[src/rtl/warp_issue_scheduler.sv]
// Per-warp instruction buffering with round-robin issue of one eligible warp per cycle.
// Latency: an instruction accepted in cycle N can issue in cycle N+1; up to 1 issue per cycle.
// Backpressure: in_ready drops when the target warp FIFO is full; an offer held by !issue_ready stays locked.
//
// Ports:
//   clk, rst_n               clock, asynchronous active-low reset
//   flush                    synchronous clear of FIFOs, warp states, round-robin pointer
//   warp_enable, sync_release per-warp issue enable / release pulse for warps parked by SYNC
//   in_*                     decoded instruction write side (valid/ready)
//   issue_*                  selected instruction offered to the datapath (valid/ready)
//   warp_waiting             per-warp WAIT state
// Optional: define WIS_PERF_CNT_EN to add perf_issue_cnt / perf_stall_cnt outputs.
module warp_issue_scheduler #(
  parameter int          NUM_WARPS   = 4,
  parameter int          BUF_DEPTH   = 2,
  parameter logic [3:0]  SYNC_OPCODE = 4'hF,
  localparam int         WW          = $clog2(NUM_WARPS),
  localparam int         PW          = $clog2(BUF_DEPTH),
  localparam int         CW          = PW + 1
) (
  input  logic                 clk,
  input  logic                 rst_n,
  input  logic                 flush,
  input  logic [NUM_WARPS-1:0] warp_enable,
  input  logic [NUM_WARPS-1:0] sync_release,
  input  logic                 in_valid,
  output logic                 in_ready,
  input  logic [WW-1:0]        in_warp_id,
  input  logic [3:0]           in_opcode,
  input  logic [3:0]           in_target_reg,
  input  logic [3:0]           in_address_reg,
  input  logic [3:0]           in_imm_short,
  input  logic [1:0]           in_array_id,
  output logic                 issue_valid,
  input  logic                 issue_ready,
  output logic [WW-1:0]        issue_warp_id,
  output logic [3:0]           issue_opcode,
  output logic [3:0]           issue_target_reg,
  output logic [3:0]           issue_address_reg,
  output logic [3:0]           issue_imm_short,
  output logic [1:0]           issue_array_id,
`ifdef WIS_PERF_CNT_EN
  output logic [31:0]          perf_issue_cnt,
  output logic [31:0]          perf_stall_cnt,
`endif
  output logic [NUM_WARPS-1:0] warp_waiting
);

  typedef struct packed {
    logic [3:0] opcode;
    logic [3:0] target_reg;
    logic [3:0] address_reg;
    logic [3:0] imm_short;
    logic [1:0] array_id;
  } instr_t;

  instr_t               mem    [NUM_WARPS][BUF_DEPTH];
  logic [PW-1:0]        wr_ptr [NUM_WARPS];
  logic [PW-1:0]        rd_ptr [NUM_WARPS];
  logic [CW-1:0]        count  [NUM_WARPS];
  logic [WW-1:0]        rr_ptr;
  logic                 locked;
  logic [WW-1:0]        locked_warp;

  logic [NUM_WARPS-1:0] eligible;
  logic [NUM_WARPS-1:0] push_vec;
  logic [NUM_WARPS-1:0] pop_vec;
  logic                 any_eligible;
  logic [WW-1:0]        rr_sel;
  logic [WW-1:0]        sel;
  logic                 push;
  logic                 pop;
  instr_t               in_instr;
  instr_t               head;

  assign in_instr = '{opcode: in_opcode, target_reg: in_target_reg,
                      address_reg: in_address_reg, imm_short: in_imm_short,
                      array_id: in_array_id};

  // Full check uses the registered count only: a same-cycle pop never frees a slot.
  // rst_n gates in_ready so nothing is accepted while reset is held.
  assign in_ready = rst_n && !flush && (count[in_warp_id] != CW'(BUF_DEPTH));
  assign push     = in_valid && in_ready;

  always_comb begin
    any_eligible = 1'b0;
    rr_sel       = '0;
    for (int w = 0; w < NUM_WARPS; w++) begin
      eligible[w] = (count[w] != '0) && warp_enable[w] && !warp_waiting[w];
    end
    // Rotating search from rr_ptr; index arithmetic wraps because NUM_WARPS is a power of 2.
    for (int i = 0; i < NUM_WARPS; i++) begin
      if (!any_eligible && eligible[rr_ptr + WW'(i)]) begin
        any_eligible = 1'b1;
        rr_sel       = rr_ptr + WW'(i);
      end
    end
  end

  // A stalled offer keeps its warp even if enables change or a higher-priority warp appears.
  assign sel         = locked ? locked_warp : rr_sel;
  assign issue_valid = locked || any_eligible;
  assign pop         = issue_valid && issue_ready;
  assign head        = mem[sel][rd_ptr[sel]];

  always_comb begin
    for (int w = 0; w < NUM_WARPS; w++) begin
      push_vec[w] = push && (in_warp_id == WW'(w));
      pop_vec[w]  = pop && (sel == WW'(w));
    end
  end

  assign issue_warp_id     = issue_valid ? sel : '0;
  assign issue_opcode      = issue_valid ? head.opcode : '0;
  assign issue_target_reg  = issue_valid ? head.target_reg : '0;
  assign issue_address_reg = issue_valid ? head.address_reg : '0;
  assign issue_imm_short   = issue_valid ? head.imm_short : '0;
  assign issue_array_id    = issue_valid ? head.array_id : '0;

  // Storage needs no reset: occupancy is tracked by count.
  always_ff @(posedge clk) begin
    if (push) mem[in_warp_id][wr_ptr[in_warp_id]] <= in_instr;
  end

  always_ff @(posedge clk or negedge rst_n) begin
    if (!rst_n) begin
      for (int w = 0; w < NUM_WARPS; w++) begin
        wr_ptr[w] <= '0;
        rd_ptr[w] <= '0;
        count[w]  <= '0;
      end
      warp_waiting <= '0;
      rr_ptr       <= '0;
      locked       <= 1'b0;
      locked_warp  <= '0;
`ifdef WIS_PERF_CNT_EN
      perf_issue_cnt <= '0;
      perf_stall_cnt <= '0;
`endif
    end else if (flush) begin
      for (int w = 0; w < NUM_WARPS; w++) begin
        wr_ptr[w] <= '0;
        rd_ptr[w] <= '0;
        count[w]  <= '0;
      end
      warp_waiting <= '0;
      rr_ptr       <= '0;
      locked       <= 1'b0;
      locked_warp  <= '0;
`ifdef WIS_PERF_CNT_EN
      perf_issue_cnt <= '0;
      perf_stall_cnt <= '0;
`endif
    end else begin
      for (int w = 0; w < NUM_WARPS; w++) begin
        if (push_vec[w]) wr_ptr[w] <= wr_ptr[w] + PW'(1);
        if (pop_vec[w])  rd_ptr[w] <= rd_ptr[w] + PW'(1);
        count[w] <= count[w] + CW'(push_vec[w]) - CW'(pop_vec[w]);
        // A release coinciding with the SYNC issue cancels the park.
        if (pop_vec[w] && head.opcode == SYNC_OPCODE && !sync_release[w])
          warp_waiting[w] <= 1'b1;
        else if (sync_release[w])
          warp_waiting[w] <= 1'b0;
      end
      if (pop) begin
        rr_ptr <= sel + WW'(1);
        locked <= 1'b0;
      end else if (issue_valid) begin
        locked      <= 1'b1;
        locked_warp <= sel;
      end
`ifdef WIS_PERF_CNT_EN
      if (pop)                         perf_issue_cnt <= perf_issue_cnt + 32'd1;
      if (issue_valid && !issue_ready) perf_stall_cnt <= perf_stall_cnt + 32'd1;
`endif
    end
  end

endmodule

[config.mk]
export PLATFORM = sky130hd
export DESIGN_NAME = warp_issue_scheduler
export DESIGN_NICKNAME = d
export VERILOG_FILES = /design/src/rtl/warp_issue_scheduler.sv
export SDC_FILE = /design/constraint.sdc
export NUM_CORES = 1
export LEC_CHECK = 0
export ABC_CLOCK_PERIOD_IN_PS = 5100
export BUFFER_PORTS_ARGS = -buffer_cell sky130_fd_sc_hd__buf_2
export CORE_UTILIZATION = 55
export DETAILED_ROUTE_END_ITERATION = 10
export PLACE_DENSITY = 0.74
export REMOVE_ABC_BUFFERS = 1
export SLEW_MARGIN = 5
export SYNTH_ARGS = -nofsm -noshare
export SYNTH_HDL_FRONTEND = slang
export SYNTH_SLANG_ARGS = --single-unit
[constraint.sdc]
create_clock -name clk -period 5.1 [get_ports clk]
set_input_delay 0.255 -clock clk [delete_from_list [all_inputs] [get_ports clk]]
set_output_delay 0.255 -clock clk [all_outputs]
set_load 0.02 [all_outputs]
==> flow_summary_export.csv, run 1 <==
group,metric,value,unit
run_status,status,"completed",
cells_and_area,fin_nets,604,
global_routing,grt_pass1_wl,23300,um
yosys,yosys.area_share.adder,1.36,%
clock_tree,path_clk_slew,0.06,ns
min_path,hold_depth,2,
yosys,synthCells,504,
pwr,p_sw_share,31.7,%
route,drc,0,
route,drt_iter0_drc,383,
run,maxCapViolCount,0,
floorplanning,initial_utilization,57.4,%
floorplanning,dieArea,13900,sq um
clock_tree,cts.sinks,169,
sta,clock-skew-final,0.0122,ns
route,post_drt_wl_per_cell,19.1,um
yosys,synth_compound_area_share,7.08,%
route,routed_wl,14200,um
worst_setup_path,slowest_stage,"buf_4",
sta,max-slew-margin-rel,21.2,%
cells_and_area,drive_gt1_share,23.7,%
worst_setup_path,critPathRequiredTime,4.85,ns
worst_setup_path,worstPathCellList,"or2_1 -> a311oi_1 -> o221ai_1 -> nand4_1 -> buf_4 -> mux2i_1 -> mux2_4 -> a211o_1 -> a21oi_1 -> buf_2",
floorplanning,num_rows,41,
worst_setup_path,crit_family,"buffers and inverters",
yosys,synth_warnings,0,
placement,dpl.hpwl,8520,um
pwr,combPwrFrac,26.4,%
yosys,ys_seq_area_share,67.2,%
sta,fin_crit,3.91,ns
worst_setup_path,reg2reg_to,"count[3]",
pwr,p_int,2470,uW
clock_tree,h-tree-depth,4,
sta,drv_slew,0,
clock_tree,clk_latency,0.42,ns
floorplanning,die_x,118,um
global_routing,track_usage,22.3,%
sta,max_freq,256,MHz
yosys,ys_seq_elements,169,
global_routing,grt_max_degree,60,
sta,hold_viol,0,
yosys,synthFlopType,"edfxtp_1",
placement,port_buffers,58,
worst_setup_path,r2r-start,"count[4]",
worst_setup_path,worstSetupPathType,"flip-flop to primary output",
route,dr.pass1.iters,5,
floorplanning,core_area,12800,sq um
min_path,worstHoldStart,"sync_release[1]",
cells_and_area,diodes,0,
cells_and_area,final_area,8340,sq um
yosys,async_flop_share,14.8,%
min_path,hold_path.class,"input port to flip-flop",
clock_tree,root_buffer,"clkbuf_16",
clock_tree,cts_setup_buffers,0,
worst_setup_path,rr_worst_depth,13,
sta,setup_viol,0,
yosys,synth.avg_cell_area,14.6,sq um
worst_setup_path,end_kind,"primary output",
worst_setup_path,crit_start,"count[7]",
min_path,min_delay_worst_endpoint,"warp_waiting[1]",
route,viasPerCell,5.73,
yosys,syn_area,7370,sq um
placement,post_dp_cell_area,7830,sq um
pwr,power_density,434,nW/um^2
yosys,synth_edf_count,144,
worst_setup_path,reg2reg_slack,1.61,ns
pwr,p_switching,1150,uW
clock_tree,cts_max_path_buffers,2,
sta,min_period_over_period,76.7,%
route,num_vias,4283,
cells_and_area,mostFrequentLayoutCell,"edfxtp_1",
cells_and_area,fill_cells,959,
cells_and_area,mostFrequentLayoutCells,"edfxtp_1, mux2i_1, buf_2, nor2_1, mux2_2",
yosys,synthMuxAreaShare,13.0,%
floorplanning,io_pins,59,
route,postRouteAntennaNets,0,
placement,gp_congestion,0.818,
worst_setup_path,cp_max_fo,59,
worst_setup_path,cpPeakStageDelay,0.70,ns
global_routing,grt_pass1_vias,4439,
yosys,synth_cell_types,50,
global_routing,antenna_found_initial,1,
worst_setup_path,path_buf_inv,2,
cells_and_area,syn2layout_area_growth,13.2,%
worst_setup_path,arrival,3.66,ns
yosys,synth_simple_gate_area_share,7.05,%
clock_tree,cts_buffers,17,
sta,worst_slew_pin_slew,1.18,ns
yosys,synth_top_family_by_area,"multiplexers",
cells_and_area,fin_util,65.0,%
sta,grt_setup_unrepaired,"false",
yosys,synth_xor_area_share,1.55,%
pwr,clkPwrFrac,30.0,%
worst_setup_path,worst_setup_path_start_kind,"flip-flop",
floorplanning,die_h,118,um
pwr,leakagePower,0.00303,uW
global_routing,grt_overflow,0,
pwr,irDropWorstVdd,0.000323,V
pwr,seqPwrFrac,43.6,%
clock_tree,tritoncts,"done",
## cells in the mapped netlist, types with 2 or more instances
library cell	count	area share, %
buf_4	5	0.51
or2_1	2	0.17
o41ai_1	2	0.24
o211ai_1	15	1.5
clkbuf_1	13	0.66
nor3_1	8	0.54
a21oi_1	20	1.4
mux2i_1	58	7.9
buf_1	6	0.31
nor2_1	43	2.2
mux4_2	2	0.61
a211o_1	14	1.7
ha_1	8	1.4
nand2_1	24	1.2
xor2_1	8	0.95
o2111ai_1	3	0.36
or3_1	4	0.34
nor2b_1	11	0.93
nand4_1	2	0.17
mux2_2	28	4.3
nand3_1	3	0.20
dfrtp_1	25	8.5
nand3b_1	2	0.20
xnor2_1	5	0.59
inv_1	18	0.92
buf_2	6	0.41
or4_1	2	0.20
a211oi_1	2	0.20
edfxtp_1	144	59
## worst reg2reg max path: stages (launching register included)
cell     delay (ns)
dfrtp_1        0.40
nor2_1         0.25
nor2_1         0.11
nor2_1         0.10
a21oi_1        0.08
o41a_2         0.81
or4_1          0.72
inv_1          0.09
ha_1           0.23
inv_1          0.05
ha_1           0.14
xor2_1         0.18
xnor2_1        0.14
nor2_1         0.05
## power groups by stage
stage	clock network [uW]	registers [uW]	logic, uW
floorplan	0	1600	672
global placement	0	1600	937
detailed placement	0	1610	955
CTS	1100	1580	959
global route	1150	1580	1040
finish	1090	1580	953
## how the worst max path moves through the flow
stage                           to  cells after the start  slack, ns
6_report       issue_target_reg[3]                     10       1.19
5_1_grt        issue_target_reg[3]                     10       0.97
4_1_cts        issue_target_reg[3]                     10       1.15
3_5_place_dp              count[3]                     13       1.60
3_3_place_gp              count[3]                     13       1.69
2_1_floorplan             count[3]                     12      -0.96
## cell type report
class / count / area [sq um] / area share (%)
clock buffer: 18 / 429 / 5.15
clock inverter: 13 / 63.8 / 0.765
inverter: 18 / 67.6 / 0.810
multi-input combinational: 287 / 2230 / 26.7
sequential: 169 / 4950 / 59.4
tap: 172 / 215 / 2.58
timing repair buffer: 70 / 383 / 4.59
## flip-flops by register name, summed over array words and instances (netlist names)
name          count
rd_ptr            4
warp_waiting      4
count             8
locked_warp       2
locked            1
mem             144
wr_ptr            4
rr_ptr            2
## through the flow
stage	cells	hold slack (ns)	total power (uW)	setup slack, ns	setup TNS (ns)
after floorplan	474	-0.0406	2270	-0.957	-12.68
after global placement	715	0.278	2540	1.69	0
after detailed placement	715	0.288	2560	1.60	0
after CTS	747	0.0320	3640	1.15	0
after global routing	747	0.0370	3770	0.971	0
final	747	0.0464	3620	1.19	0
## layer usage
metal / global-route usage [%] / up-vias / wire length (um)
li1: - / 2013 / -
met2: 36.3 / 114 / 7020
met5: 0 / - / 13
met1: 29.2 / 2131 / 6370
met3: 3.97 / 23 / 575
met4: 10.4 / 2 / 273
## logic make-up (layout without fill, tap and decap cells)
kind of cell | after synthesis | in the layout
DFF | 169 | 169
AOI/OAI and AO/OA | 69 | 69
xor gates and xnor gates | 13 | 13
muxes | 89 | 89
and+or+nand+nor | 108 | 108
adders and majority gates | 8 | 8
buffers and inverters | 48 | 119
## repair_timing
item                      4_1_cts  5_1_grt
hold buffers                    1        0
hold endpoints to repair       25        0
gates resized for setup         0        0
Note: power is estimated with default switching activity, not from simulation.
==> inputs of run 2 (changes only) <==
Settings changed: ABC_AREA set to 1, ABC_CLOCK_PERIOD_IN_PS 5100 to 3500, CORE_UTILIZATION 55 to 54, PLACE_DENSITY 0.74 to 0.76.
Clock period 5.1 ns to 3.5 ns, I/O delays scaled along.
==> run 2 against run 1 <==
Compared with the run above:
- setup slack got worse by 1.0 ns
- count of clock-buffer cells in the layout rose by 3
- sequential share of layout area fell by 2.5 points
- first-iteration DRC count rose by 61%
- clock skew fell by 0.0054 ns
- global-route usage rose by 1.5 points
- worst hold slack got worse by 0.037 ns
- critical path depth rose by 5
- design area rose by 4.4%
- core utilization rose by 0.45 points
- synthesized area rose by 0.37%
- final cell count rose by 21%
==> flow_summary_export.csv, run 2 <==
group,metric,value,unit
worst_setup_path,slowest_stage,"dfrtp_1",
yosys,synth_cell_types,42,
sta,hold_viol,0,
route,drc,0,
clock_tree,tritoncts,"done",
worst_setup_path,worstSetupPathType,"flip-flop to primary output",
cells_and_area,fin_nets,756,
cells_and_area,diodes,0,
route,post_drt_wl_per_cell,18.1,um
clock_tree,h-tree-depth,4,
yosys,synth_warnings,0,
sta,max_freq,299,MHz
route,num_vias,5083,
placement,post_dp_cell_area,7910,sq um
route,dr.pass1.iters,5,
floorplanning,io_pins,59,
yosys,synth_top_cell_area_share,58.5,%
sta,max-slew-margin-rel,58.6,%
min_path,min_delay_worst_endpoint,"mem[3][25]",
placement,dpl.hpwl,9720,um
min_path,hold_depth,1,
yosys,synth_most_common_cell,"edfxtp_1",
yosys,synth_area_leader_cell,"edfxtp_1",
yosys,synth.area.top_cells,"edfxtp_1, dfrtp_1, nand2_1",
yosys,ys_seq_area_share,66.9,%
global_routing,use_met1,30.0,%
floorplanning,dieArea,14200,sq um
worst_setup_path,cpPeakStageDelay,0.39,ns
route,postRouteAntennaNets,0,
sta,setup_viol,0,
placement,dp_slack,0.390,ns
floorplanning,die_h,119,um
worst_setup_path,cpMostUsedCell,"nor2_1",
yosys,ys_seq_elements,169,
worst_setup_path,reg2reg_to,"count[7]",
yosys,synth.avg_cell_area,11.9,sq um
global_routing,grt_util_met3,5.65,%
sta,setup_ws,0.151,ns
min_path,hold_path.class,"input port to flip-flop",
worst_setup_path,r2r-start,"warp_waiting[1]",
clock_tree,cts_buffers,17,
cells_and_area,mostFrequentLayoutCells,"edfxtp_1, nand2_1, inv_1, buf_2, nor2_1",
route,drt_iter0_drc,616,
global_routing,grt_overflow,0,
global_routing,grt_util_met2,39.9,%
cells_and_area,largest_reg_flops,144,
cells_and_area,mostFrequentLayoutCell,"edfxtp_1",
yosys,synthCells,624,
yosys,synth_edf_count,144,
worst_setup_path,end_kind,"primary output",
placement,gp_congestion,0.916,
global_routing,grt_pass1_vias,5031,
worst_setup_path,critPathRequiredTime,3.32,ns
floorplanning,initial_utilization,55.6,%
floorplanning,die_x,119,um
cells_and_area,fin_util,65.5,%
clock_tree,clk_latency,0.43,ns
clock_tree,root_buffer,"clkbuf_16",
sta,worst_slew_pin_slew,0.621,ns
worst_setup_path,arrival,3.17,ns
run_status,status,"completed",
global_routing,grt_max_degree,38,
clock_tree,cts.sinks,169,
sta,min_period_over_period,95.7,%
route,viasPerCell,5.62,
min_path,worstHoldStart,"in_address_reg[1]",
worst_setup_path,worstPathCellList,"nor2_1 -> nand3_1 -> nand3_1 -> nand2_1 -> nand3_4 -> nor2_1 -> nor2_1 -> nor2_2 -> nor2_4 -> nand2_2 -> buf_12 -> or2_2 -> o2111ai_1 -> a21oi_1 -> buf_4",
worst_setup_path,reg2reg_slack,0.45,ns
sta,fin_crit,3.35,ns
worst_setup_path,rr_worst_depth,16,
global_routing,antenna_found_initial,0,
yosys,async_flop_share,14.8,%
floorplanning,num_rows,42,
placement,port_buffers,58,
global_routing,grt_pass1_wl,25400,um
clock_tree,cts_max_path_buffers,2,
global_routing,track_usage,23.8,%
clock_tree,path_clk_slew,0.06,ns
run,maxCapViolCount,0,
cells_and_area,syn2layout_area_growth,17.7,%
floorplanning,core_area,13300,sq um
global_routing,grt_busiest_layer,"met2",
yosys,syn_area,7390,sq um
yosys,synthFlopType,"edfxtp_1",
sta,drv_slew,0,
cells_and_area,drive_gt1_share,24.2,%
worst_setup_path,cp_max_fo,28,
route,routed_wl,16300,um
cells_and_area,final_area,8700,sq um
worst_setup_path,worst_setup_path_start_kind,"flip-flop",
sta,clock-skew-final,0.00680,ns
yosys,yosys-top-cells-count,"edfxtp_1, nand2_1, inv_1",
==> run 2: changes by cell type in the layout (fill, tap and decap cells not counted), sizes merged, moves of 16 or more <==
cell	previous run	this run
nand2	24	115
mux2i	58	0
inv	18	66
or2	2	47
o21ai	2	38
o22ai	0	31
mux2	29	0
nand3	3	26
buf	69	89
o211ai	16	0
==> run 2: worst max-delay path: cells and delay by family, from the launching register on <==
kind                   cells  cell delay [ns]
AND/OR/NAND/NOR           11             1.72
flip-flops                 1             0.39
buffers and inverters      2             0.38
AO/OA/AOI/OAI              2             0.24
==> run 2: stage by stage <==
| step | instances | hold WS [ns] | TNS (ns) |
|---|---|---|---|
| after floorplan | 601 | -0.121 | 0 |
| after global placement | 852 | 0.205 | 0 |
| after detailed placement | 852 | 0.218 | 0 |
| after CTS | 889 | 0.00273 | 0 |
| after global routing | 904 | 0.00838 | -0.0413 |
| final | 904 | 0.00915 | 0 |
==> run 2: per-layer routing <==
| layer | vias up | wire length (um) | share of wire [%] |
|---|---|---|---|
| li1 | 2364 | - | - |
| met1 | 2493 | 6630 | 41 |
| met2 | 206 | 8380 | 51 |
| met3 | 20 | 1070 | 6.6 |
| met4 | 0 | 246 | 1.5 |
| met5 | - | 0 | 0 |
==> run 2: cells by family after synthesis <==
group,after synthesis,synth area share [%]
flops,169,66.9
fa+ha+maj,8,1.35
compound gates,113,9.39
simple gates,237,15.8
xor+xnor,10,1.29
buf+inv,87,5.19
==> run 2: how the worst max path moves through the flow <==
stage,cells past startpoint,from,end
finish,15,warp_waiting[1],issue_array_id[0]
global route,18,warp_waiting[1],issue_opcode[0]
detailed placement,17,rr_ptr[0],count[1]
floorplan,15,rr_ptr[0],count[3]
CTS,16,warp_waiting[1],issue_array_id[0]
global placement,16,rr_ptr[0],issue_array_id[0]
==> run 2: timing repair <==
item / in CTS / in global routing
setup endpoints to repair: 12 / 18
endpoints found under the hold margin: 29 / 0
pin swaps: 0 / 6
gates resized for setup: 2 / 18
gates cloned: 0 / 1
setup buffers: 0 / 14
hold buffers: 5 / 0
==> run 2: layout make-up <==
cell class | instances | area, sq um
clock buffers | 21 | 440
clock inverters | 11 | 95.1
fillers | 952 | 4590
inverters | 64 | 255
multi-input cells | 369 | 2110
flip-flops and latches | 169 | 4950
well taps | 176 | 220
repair buffers | 94 | 628
Power of run 2 is not shown: default switching activity piles up to over one toggle a cycle in this logic, so the estimate is an artifact.
